==> src/rtl/relu_layer_ctrl_pkg.sv <==
// Shared types and constants for the ReLU layer sequencer.
// Also used by the activation buffer to unpack wr_data lanes.
package relu_layer_ctrl_pkg;

  localparam int RELU_SIZE_DEF = 21;
  localparam int LANES = 4;

  // Lane offsets within a packed activation word (lane0 in LSBs)
  localparam int LANE0_LSB = 0;
  localparam int LANE1_LSB = 1 * RELU_SIZE_DEF;
  localparam int LANE2_LSB = 2 * RELU_SIZE_DEF;
  localparam int LANE3_LSB = 3 * RELU_SIZE_DEF;

  typedef enum logic [2:0] {
    S_IDLE,
    S_GATHER,
    S_ISSUE,
    S_WAIT,
    S_WRITE,
    S_DONE
  } state_e;

  function automatic int lane_lsb(input int lane, input int w);
    return lane * w;
  endfunction

endpackage

==> src/rtl/relu_layer_ctrl.sv <==
// Packs a serial accumulator stream into 4-lane groups, drives the
// registered ReLU, and writes each result group into the activation
// buffer.
// Ports: clk/rst_n (sync, active low); start/num_neurons launch a pass;
// acc_valid/acc_data/acc_ready input stream; relu_in_ready/relu_in0..3
// and relu_ready/relu_out0..3 to/from ReLU; wr_en/wr_addr/wr_data/
// wr_mask buffer write; busy/done status.
module relu_layer_ctrl
  import relu_layer_ctrl_pkg::*;
#(
  parameter int RELU_SIZE       = RELU_SIZE_DEF,
  parameter int NUM_NEURONS_MAX = 64,
  parameter int CNT_W           = 7,
  parameter int GRP_W           = 4
) (
  input  logic                       clk,
  input  logic                       rst_n,
  input  logic                       start,
  input  logic [CNT_W-1:0]           num_neurons,
  input  logic                       acc_valid,
  input  logic [RELU_SIZE-1:0]       acc_data,
  output logic                       acc_ready,
  output logic                       relu_in_ready,
  output logic [RELU_SIZE-1:0]       relu_in0,
  output logic [RELU_SIZE-1:0]       relu_in1,
  output logic [RELU_SIZE-1:0]       relu_in2,
  output logic [RELU_SIZE-1:0]       relu_in3,
  input  logic                       relu_ready,
  input  logic [RELU_SIZE-1:0]       relu_out0,
  input  logic [RELU_SIZE-1:0]       relu_out1,
  input  logic [RELU_SIZE-1:0]       relu_out2,
  input  logic [RELU_SIZE-1:0]       relu_out3,
  output logic                       wr_en,
  output logic [GRP_W-1:0]           wr_addr,
  output logic [LANES*RELU_SIZE-1:0] wr_data,
  output logic [LANES-1:0]           wr_mask,
  output logic                       busy,
  output logic                       done
);

  localparam logic [CNT_W-1:0] NMAX = CNT_W'(NUM_NEURONS_MAX);

  state_e                     r_state;
  logic [CNT_W-1:0]           r_num;
  logic [CNT_W-1:0]           r_cnt;
  logic [GRP_W-1:0]           r_grp;
  logic [GRP_W-1:0]           r_wr_addr;
  logic [1:0]                 r_lane_idx;
  logic [LANES-1:0]           r_mask;
  logic [LANES-1:0]           r_wr_mask;
  logic [RELU_SIZE-1:0]       r_lane [LANES];
  logic [RELU_SIZE-1:0]       r_relu_in [LANES];
  logic [LANES*RELU_SIZE-1:0] r_wr_data;
  logic                       r_busy;
  logic                       r_acc_ready;
  logic                       r_relu_in_ready;
  logic                       r_wr_en;
  logic                       r_done;

  state_e                     w_state_nxt;
  logic                       w_acc_fire;
  logic                       w_grp_last;
  logic [CNT_W-1:0]           w_cnt_inc;
  logic [RELU_SIZE-1:0]       w_lane_nxt [LANES];
  logic [RELU_SIZE-1:0]       w_relu_out [LANES];

  assign w_relu_out[0] = relu_out0;
  assign w_relu_out[1] = relu_out1;
  assign w_relu_out[2] = relu_out2;
  assign w_relu_out[3] = relu_out3;

  always_comb begin
    w_acc_fire = (r_state == S_GATHER) && acc_valid;
    w_cnt_inc  = r_cnt + 1'b1;
    w_grp_last = (r_lane_idx == 2'd3) || (w_cnt_inc == r_num);
    for (int i = 0; i < LANES; i++) begin
      w_lane_nxt[i] = r_lane[i];
      if (w_acc_fire && (r_lane_idx == 2'(i)))
        w_lane_nxt[i] = acc_data;
    end
  end

  always_comb begin
    w_state_nxt = r_state;
    unique case (r_state)
      S_IDLE:
        if (start)
          w_state_nxt = (num_neurons == '0) ? S_DONE : S_GATHER;
      S_GATHER:
        if (w_acc_fire && w_grp_last)
          w_state_nxt = S_ISSUE;
      S_ISSUE:
        w_state_nxt = S_WAIT;
      S_WAIT:
        if (relu_ready)
          w_state_nxt = S_WRITE;
      S_WRITE:
        w_state_nxt = (r_cnt == r_num) ? S_DONE : S_GATHER;
      S_DONE:
        w_state_nxt = S_IDLE;
      default:
        w_state_nxt = S_IDLE;
    endcase
  end

  always_ff @(posedge clk) begin
    if (!rst_n) begin
      r_state         <= S_IDLE;
      r_num           <= '0;
      r_cnt           <= '0;
      r_grp           <= '0;
      r_wr_addr       <= '0;
      r_lane_idx      <= '0;
      r_mask          <= '0;
      r_wr_mask       <= '0;
      r_wr_data       <= '0;
      r_busy          <= 1'b0;
      r_acc_ready     <= 1'b0;
      r_relu_in_ready <= 1'b0;
      r_wr_en         <= 1'b0;
      r_done          <= 1'b0;
      for (int i = 0; i < LANES; i++) begin
        r_lane[i]    <= '0;
        r_relu_in[i] <= '0;
      end
    end else begin
      r_state         <= w_state_nxt;
      r_busy          <= (w_state_nxt != S_IDLE);
      r_acc_ready     <= (w_state_nxt == S_GATHER);
      r_relu_in_ready <= (w_state_nxt == S_ISSUE);
      r_wr_en         <= (w_state_nxt == S_WRITE);
      r_done          <= (w_state_nxt == S_DONE);
      unique case (r_state)
        S_IDLE:
          if (start) begin
            // Clamp illegal counts so the group index cannot wrap
            r_num <= (num_neurons > NMAX) ? NMAX : num_neurons;
            r_cnt      <= '0;
            r_grp      <= '0;
            r_lane_idx <= '0;
            r_mask     <= '0;
            for (int i = 0; i < LANES; i++)
              r_lane[i] <= '0;
          end
        S_GATHER:
          if (w_acc_fire) begin
            r_lane               <= w_lane_nxt;
            r_mask[r_lane_idx]   <= 1'b1;
            r_lane_idx           <= r_lane_idx + 1'b1;
            r_cnt                <= w_cnt_inc;
            // Lanes are zeroed per group, so unfilled lanes issue as 0
            if (w_grp_last)
              r_relu_in <= w_lane_nxt;
          end
        S_WAIT:
          if (relu_ready) begin
            for (int i = 0; i < LANES; i++)
              r_wr_data[lane_lsb(i, RELU_SIZE) +: RELU_SIZE]
                <= w_relu_out[i];
            r_wr_addr <= r_grp;
            r_wr_mask <= r_mask;
          end
        S_WRITE: begin
          r_grp      <= r_grp + 1'b1;
          r_lane_idx <= '0;
          r_mask     <= '0;
          for (int i = 0; i < LANES; i++)
            r_lane[i] <= '0;
        end
        default: ;
      endcase
    end
  end

  assign acc_ready     = r_acc_ready;
  assign relu_in_ready = r_relu_in_ready;
  assign relu_in0      = r_relu_in[0];
  assign relu_in1      = r_relu_in[1];
  assign relu_in2      = r_relu_in[2];
  assign relu_in3      = r_relu_in[3];
  assign wr_en         = r_wr_en;
  assign wr_addr       = r_wr_addr;
  assign wr_data       = r_wr_data;
  assign wr_mask       = r_wr_mask;
  assign busy          = r_busy;
  assign done          = r_done;

endmodule

==> config.mk <==
export PLATFORM = sky130hd
export DESIGN_NAME = relu_layer_ctrl
export DESIGN_NICKNAME = d
export VERILOG_FILES = /design/src/rtl/relu_layer_ctrl_pkg.sv /design/src/rtl/relu_layer_ctrl.sv
export SDC_FILE = /design/constraint.sdc
export NUM_CORES = 1
export LEC_CHECK = 0
export CAP_MARGIN = 10
export CORE_MARGIN = 2
export CORE_UTILIZATION = 51
export CTS_BUF_LIST = sky130_fd_sc_hd__clkbuf_8
export DETAILED_ROUTE_END_ITERATION = 16
export GPL_TIMING_DRIVEN = 0
export PLACE_DENSITY_LB_ADDON = 0.08
export SLEW_MARGIN = 5
export SYNTH_ARGS = -nofsm -noshare
export SYNTH_HDL_FRONTEND = slang
export SYNTH_SLANG_ARGS = --single-unit
==> constraint.sdc <==
create_clock -name clk -period 2.59 [get_ports clk]
set_input_delay 0.518 -clock clk [delete_from_list [all_inputs] [get_ports clk]]
set_output_delay 0.518 -clock clk [all_outputs]
set_load 0.01 [all_outputs]
; Word-level counts from Yosys, hierarchy flattened
; Index checks and enable logic that the tools add are counted.
; Widths: inputs -> output; s select.
[op_classes]
n_addsub = 3
n_lt_le_gt_ge = 3
eq_ne = 15
muxes = 26
bitwise_logic = 1
n_reduce_logical = 21
[ops]
columns = cell, n
row1 = $pmux 84 s3, 1
row2 = $mux 84, 2
row3 = $mux 21, 4
row4 = $mux 7, 3
row5 = $mux 3, 5
row6 = $pmux 3 s5, 1
row7 = $eq 7x7->1, 2
row8 = $pmux 7 s2, 1
row9 = $pmux 4 s3, 1
row10 = $eq 3x2->1 const B, 3
row11 = $eq 3x3->1 const B, 3
row12 = $reduce_and 3->1, 3
row13 = $mux 4, 2
row14 = $pmux 4 s2, 1
row15 = $add 7x1->7 const B, 1
row16 = $gt 7x7->1 const B, 1
row17 = $logic_and 1x1->1, 7
row18 = $logic_not 7->1, 1
row19 = $eq 3x1->1 const B, 2
row20 = $pmux 2 s3, 1
row21 = $reduce_and 2->1, 3
row22 = $reduce_bool 3->1, 2
row23 = $add 4x1->4 const B, 1
row24 = $eq 2x2->1 const B, 2
row25 = 13 further kinds, 16
[totals]
regBits = 292
inputBits = 117
output_inout_bits = 181
elab_cells = 91

; Longest topological paths before layout
; Gate-level depths: netlist (run 1).
[depth]
depth_word = 7
mapped_depth = 10
depth_no_buf = 6

; Worst setup path after synthesis (run 1)
; OpenSTA, ideal clock, no wires.
[synth_timing]
path_kind = register to register
from = reg r_cnt[0]
to = reg r_relu_in (netlist bit relu_in0[11])
setup_time_ps = 119
arrival_ps = 2015
required_time_ps = 2471
setup_slack_ps = 455
path_stages_with_launch = 11
path_buffers = 4
period_less_slack_ps = 2135
cell_sequence = dfxtp_1 -> ha_1 -> buf_4 -> nand3_2 -> or3_1 -> a211oi_1 -> o221ai_1 -> buf_2 -> buf_6 -> buf_6 -> mux2i_1
[synth_between]
elab_chain_len = 4
[synth_rtl]
columns = element, line
row1 = start: declaration, relu_layer_ctrl.sv:45  ; logic [CNT_W-1:0] r_cnt;
row2 = start signal: assignment, relu_layer_ctrl.sv:150  ; r_cnt <= w_cnt_inc;
row3 = $add 7x1->7, relu_layer_ctrl.sv:74  ; w_cnt_inc = r_cnt + 1'b1;
row4 = $eq 7x7->1, relu_layer_ctrl.sv:75  ; w_grp_last = (r_lane_idx == 2'd3) || (w_cnt_inc == r_num);
row5 = $logic_or 1x1->1, relu_layer_ctrl.sv:75
row6 = $reduce_and 3->1 (no source line), -
row7 = end signal: assignment, relu_layer_ctrl.sv:153  ; r_relu_in <= w_lane_nxt;
row8 = end: declaration, relu_layer_ctrl.sv:52  ; logic [RELU_SIZE-1:0] r_relu_in [LANES];
; No other way between the ends.
; A chain may end at the register's enable or synchronous reset.

; Worst setup path in the final report (run 1)
[layout_timing]
from = reg r_cnt[0]
to = reg r_relu_in (netlist bit relu_in0[14])
; Same word-level chain as after synthesis.

==> results of run 1 <==
==> kinds of logic after synthesis <==
kind of cell / Yosys count
and+or+nand+nor: 525
DFF: 292
AOI/OAI and AO/OA: 225
muxes: 167
buffers and inverters: 112
xor gates and xnor gates: 13
adders and majority gates: 6
==> per-layer routing <==
metal / GRT usage (%) / wire length [µm] / up-vias
li1: - / - / 5220
met1: 34.2 / 15300 / 4998
met2: 43.0 / 15400 / 341
met3: 6.95 / 2560 / 58
met4: 6.69 / 680 / 0
met5: 0 / 0 / -
==> final cells by class <==
type	instances	area (µm²)	share of cell area, %
buffer	108	462	2.77
inverter	4	15.0	0.0899
timing repair buffer	296	2960	17.7
clock inverter	17	76.3	0.457
tap	319	399	2.39
multi-input combinational	936	5950	35.7
sequential	292	5850	35.0
clock buffer	71	977	5.85
==> power by group through the flow <==
stage	registers, mW	clock network, mW	logic [mW]
final	4.58	4.24	0.879
after global routing	4.58	4.52	0.950
after CTS	4.57	4.32	0.872
after detailed placement	4.67	0	0.867
after global placement	4.67	0	0.858
after floorplan	4.67	0	0.463
==> placed cells by master, fill, tap and decap left out, types with 16 or more instances in the layout <==
master and count:
a21boi_0 101, a22oi_1 85, buf_2 26, clkbuf_1 74, clkbuf_8 71, clkdlybuf4s50_1 296
dfxtp_1 290, inv_1 16, mux2_2 83, mux2i_1 84, nand2_1 371, nor2b_1 93
==> path summary, 6_finish.rpt <==
kind | startpoint | end | slack, ns | cells past startpoint
worst max register to register | r_cnt[0]$_SDFFE_PN0P_ | relu_in0[14]$_SDFFE_PN0P_ | 0.13 | 10
worst min-delay path | r_grp[3]$_SDFFE_PN0P_ | r_grp[3]$_SDFFE_PN0P_ | 0.45 | 1
worst max-delay path | r_cnt[0]$_SDFFE_PN0P_ | relu_in0[14]$_SDFFE_PN0P_ | 0.13 | 10
worst min register to register | r_grp[3]$_SDFFE_PN0P_ | r_grp[3]$_SDFFE_PN0P_ | 0.45 | 1
==> worst max-delay path, stage by stage (launching register included) <==
cell	delay, ns
dfxtp_2	0.38
ha_1	0.16
buf_4	0.15
nand3_2	0.11
or3_1	0.40
a211oi_2	0.26
o221ai_1	0.14
buf_2	0.23
buf_6	0.19
buf_6	0.17
mux2i_1	0.13
==> per-stage QoR <==
step	setup slack [ns]	total power, mW
after floorplan	0.455	5.13
after global placement	-0.370	5.53
after detailed placement	-0.384	5.54
after CTS	0.00360	9.76
after global routing	0.00554	10.1
final	0.135	9.69
==> cell usage after synthesis (2+ instances only) <==
master / number / area (µm²)
mux2i_1: 84 / 841
nand3_1: 5 / 25.0
dfxtp_1: 292 / 5850
buf_1: 3 / 11.3
buf_4: 2 / 15.0
nor3_1: 3 / 15.0
nor4_1: 3 / 18.8
a31oi_1: 2 / 12.5
buf_6: 2 / 22.5
nand2_1: 371 / 1390
buf_2: 26 / 130
nor2b_1: 93 / 582
xnor2_1: 10 / 87.6
ha_1: 6 / 75.1
a21oi_1: 13 / 65.1
clkbuf_1: 75 / 282
and3_1: 4 / 25.0
a21boi_0: 101 / 758
a21o_1: 2 / 15.0
nor2_1: 15 / 56.3
and2_1: 7 / 43.8
inv_1: 4 / 15.0
a22oi_1: 85 / 638
o21ai_0: 15 / 75.1
nor3b_1: 3 / 22.5
mux2_2: 83 / 935
or3_1: 2 / 12.5
xor2_1: 3 / 26.3
nand3b_1: 8 / 60.1
==> flip-flops by register name, indices dropped and copies added, names as in the netlist, 7 cells and up <==
| name | flops |
|---|---|
| r_cnt | 7 |
| r_lane | 84 |
| r_num | 7 |
| relu_in0 | 21 |
| relu_in1 | 21 |
| relu_in2 | 21 |
| relu_in3 | 21 |
| wr_data | 84 |
==> timing repair <==
action	4_1_cts	5_1_grt
endpoints found under the setup margin	0	144
endpoints found under the hold margin	0	0
hold buffers	0	0
resized for setup	0	5
==> metrics.txt, run 1 <==
status finished, final reports clean; Max FO, Critical Path 10; P_int 7.36 mW; Synth Register Bits 292; final worst-path cycle share 94.8%; cell area after placement 0.0156 mm²; share of post-route cells with drive strength above 1 11.5%; die area 0.0253 mm²; Max Root-Sink Buffers 3; Worst-path clk slew 0.06 ns; post-DP HPWL 24.4 mm; vias in the first global route 10500; fin nets 1810; Avg Cell Area, Syn 9.16 µm²; min cycle time layout 2.46 ns; effective utilization at floorplan 52.1%; CTS Buf Count 49; Syn-to-layout area delta 36.1%; DRT iter0 DRCs 698; simple-gate area share of the yosys netlist 19.2%; Post-synth ARST share 0%; leakage 6.33 nW; Yosys Warn Count 0; nature of the critical path startpoint flop; CTS tree done; Net Sw Power 2.33 mW; peak supply drop 0.366 mV; Req. time, crit path 3.03 ns; worst-margin pin slew 0.918 ns; filler instances 1913; Post-synth EDFFs 0; Post-Synth Adder-Cell Area 0.612%; CTS sink count 292; Finished Layout Cells 2043; # DRC 0; vias 10600; Hold Violations, Final 0; CTS root buf clkbuf_8; core box area 0.0235 mm²; setup TNS 0 ns; Worst Skew 0.0283 ns; Max-cap violations 0; largest family of logic cells by synthesized area simple AND/OR/NAND/NOR gates; Synthesized Nets 1463; Power Density 581 mW/mm²; Hold Path Class reg2reg; Overflow after GRT 0; die width 159 µm; Comb power frac 9.1%; H-Tree Depth 2; Placement Rows 56; final instance area 0.0167 mm²; post-synth cell types 47; WHS 0.454 ns; Synth Area in Compound Gates 13.2%; I/O pin cnt 298; Total Routed Length 33.9 mm; Inserted Diodes 0; Tot GR Track Use 26.1%; Clk Latency, worst-skew pair 0.57 ns; Seq pwr share 47.2%; switching share of total power 24.1%; CP Capture Type flop; vias per std cell 5.20; clock share of power 43.7%; max_slew headroom 38.7%; Setup CP Type reg2reg; Detail Route Antenna Nets 0; post-synthesis mux area share 14.5%; RSZ-0062 raised after global routing no; Worst EP arrival 2.90 ns; port bufs 296; Mapped Cells 1340; Post-CTS Setup Bufs 0; initial antenna violation count 0; area share of xor/xnor cells in the synthesized design 0.928%; die height 159 µm; Max Clock Freq 407 MHz; mapped cell area 0.0123 mm²; post-synthesis sequential area ratio 47.6%; first-pass GRT wire length 54.5 mm; Setup Viol. Count Final 0; post-layout util 70.9%; drt first pass iters 5; gpl congestion 0.897; DR WL/cell 16.6 µm; largest net degree at the start of global routing 13; dpl cells 1955; Slew Viols, Final 0; Synth Flop Type dfxtp_1
No activity file was read; power rests on OpenSTA's default activity.
==> run 2: changes to the inputs <==
Settings changed: CELL_PAD_IN_SITES_DETAIL_PLACEMENT set to 0, CELL_PAD_IN_SITES_GLOBAL_PLACEMENT set to 1, CORE_UTILIZATION 51 to 38.
Clock period 2.59 ns to 2.6 ns, I/O delays scaled along.
==> metrics.txt, run 2 (synthesis results as in run 1) <==
status finished, final reports clean; leakage 6.34 nW (+0.22%); RSZ-0062 raised after global routing no; cell area after placement 0.0157 mm² (+0.66%); peak supply drop 0.372 mV (+1.7%); worst-margin pin slew 0.952 ns (+0.0345 ns); Reg2Reg Launch Point r_cnt[0]$_SDFFE_PN0P_; post-layout util 53.1% (-18 points); core box area 0.0316 mm² (+34%); Worst-path clk slew 0.06 ns (about the same); Slew Viols, Final 0 (unchanged); gpl congestion 0.805 (-10%); max_slew headroom 36.4% (-2.3 points); Clk Latency, worst-skew pair 0.56 ns (about the same); Req. time, crit path 3.04 ns (about the same); nature of the critical path startpoint primary input; Max Clock Freq 406 MHz; Worst setup endpoint relu_in1[12]$_SDFFE_PN0P_; CTS Buf Count 51 (+4.1%); dpl cells 2038 (+4.2%); port bufs 296 (unchanged); min cycle time layout 2.46 ns; effective utilization at floorplan 38.8% (-13 points); Worst Skew 0.0188 ns (-0.00947 ns); commonest non-fill, non-tap cell in the layout nand2_1; vias 10400 (-1.7%); CP Capture Type flop; first-pass GRT wire length 56.1 mm (+2.9%); reg2reg setup slack 0.16 ns (+0.03 ns); initial antenna violation count 0 (unchanged); Hold Path Class reg2reg; vias in the first global route 10400 (-1.6%); # DRC 0 (unchanged); drt first pass iters 5 (unchanged); Inserted Diodes 0 (unchanged); CP max stage cell clkdlybuf4s50_1; vias per std cell 4.91 (-5.6%); final worst-path cycle share 94.7%; WHS 0.456 ns (+0.00188 ns); fin nets 1811 (+0.055%); Hold Violations, Final 0 (unchanged); Reg2Reg Capture Point relu_in0[18]$_SDFFE_PN0P_; Max-cap violations 0 (unchanged); Syn-to-layout area delta 36.9%; crit path from acc_valid; share of post-route cells with drive strength above 1 11.5% (about the same); Storage cell area 0.00585 mm² (unchanged); H-Tree Depth 2 (unchanged); CTS hold repair buffers 0 (unchanged); hold path cells 2 (+1); Overflow after GRT 0 (unchanged); CTS sink count 292 (unchanged); die area 0.0337 mm² (+33%); Tot GR Track Use 20.9% (-5.2 points); Setup Viol. Count Final 0 (unchanged); Setup CP Type in2reg; total design power 9.71 mW (+0.18%); Multi-input gate area 0.00595 mm² (unchanged); Power Density 578 mW/mm² (-0.47%); final instance area 0.0168 mm² (+0.64%); final setup margin 0.137 ns (+0.00238 ns); Total Routed Length 35.9 mm (+5.6%); die width 184 µm (+15%); commonest cells after routing, fill and taps aside nand2_1 (371), clkdlybuf4s50_1 (296), dfxtp_1 (290); peak per-stage delay on the critical path 0.56 ns (+0.16 ns); DR WL/cell 16.9 µm (+1.5%); Post-Place Setup Slack -0.466 ns (-0.0825 ns); die height 184 µm (+15%); largest net degree at the start of global routing 13 (unchanged); I/O pin cnt 298 (unchanged); setup TNS 0 ns (unchanged); Finished Layout Cells 2127 (+4.1%); post-DP HPWL 25.9 mm (+6.1%); most frequent CP cell buf_2; DRT iter0 DRCs 469 (-33%); Max FO, Critical Path 10 (unchanged); Max Root-Sink Buffers 3 (unchanged); Worst EP arrival 2.90 ns (about the same); cell-by-cell listing of the critical path clkdlybuf4s50_1 -> nor4bb_1 -> buf_2 -> and2_1 -> clkbuf_1 -> buf_2 -> mux2_2 -> nand2_1 -> mux2i_1; CTS tree done; Placement Rows 65 (+16%); worst r2r path cells 10 (unchanged); Detail Route Antenna Nets 0 (unchanged); CTS root buf clkbuf_8; filler instances 3019 (+58%)
==> run 2: worst min-delay path by stage <==
stage | from | endpoint | slack (ns)
finish | relu_in1[9]$_SDFFE_PN0P_ | relu_in1[9]$_SDFFE_PN0P_ | 0.46
global route | r_grp[3]$_SDFFE_PN0P_ | r_grp[3]$_SDFFE_PN0P_ | 0.48
CTS | r_grp[3]$_SDFFE_PN0P_ | r_grp[3]$_SDFFE_PN0P_ | 0.46
detailed placement | relu_in2[10]$_SDFFE_PN0P_ | relu_in2[10]$_SDFFE_PN0P_ | 0.45
global placement | relu_in2[1]$_SDFFE_PN0P_ | relu_in2[1]$_SDFFE_PN0P_ | 0.45
floorplan | r_grp[3]$_SDFFE_PN0P_ | r_grp[3]$_SDFFE_PN0P_ | 0.42
==> run 2: report_power, final <==
group | internal, mW | total (mW) | switching, mW
Combinational | 0.398 | 0.889 | 0.490
Sequential | 4.53 | 4.56 | 0.0317
Clock | 2.42 | 4.26 | 1.85
==> run 2: per-layer routing <==
layer	GRT usage [%]	share of wire [%]	up-vias
li1	-	-	5217
met1	27.6	46	4921
met2	34.4	46	255
met3	5.88	7.0	45
met4	4.13	1.4	0
met5	0	0	-
==> run 2: cell type report <==
cell class / count / area share, %
multi-input cells: 936 / 35.4
clock buffers: 68 / 5.57
repair buffers: 296 / 17.6
clock inverters: 22 / 0.700
plain buffers: 107 / 2.77
inverters: 4 / 0.0894
flip-flops and latches: 292 / 34.8
well taps: 402 / 2.99
==> run 2: worst max-delay path, delay by kind of cell <==
| family | cells | cell delay (ns) |
|---|---|---|
| buf+inv | 4 | 1.46 |
| mux | 2 | 0.44 |
| simple gates | 3 | 0.46 |
==> run 2: timing repair <==
action                                  CTS  global route
setup buffers                             0             0
gates resized for setup                   1            11
endpoints found under the hold margin     0             0
endpoints found under the setup margin    9           132
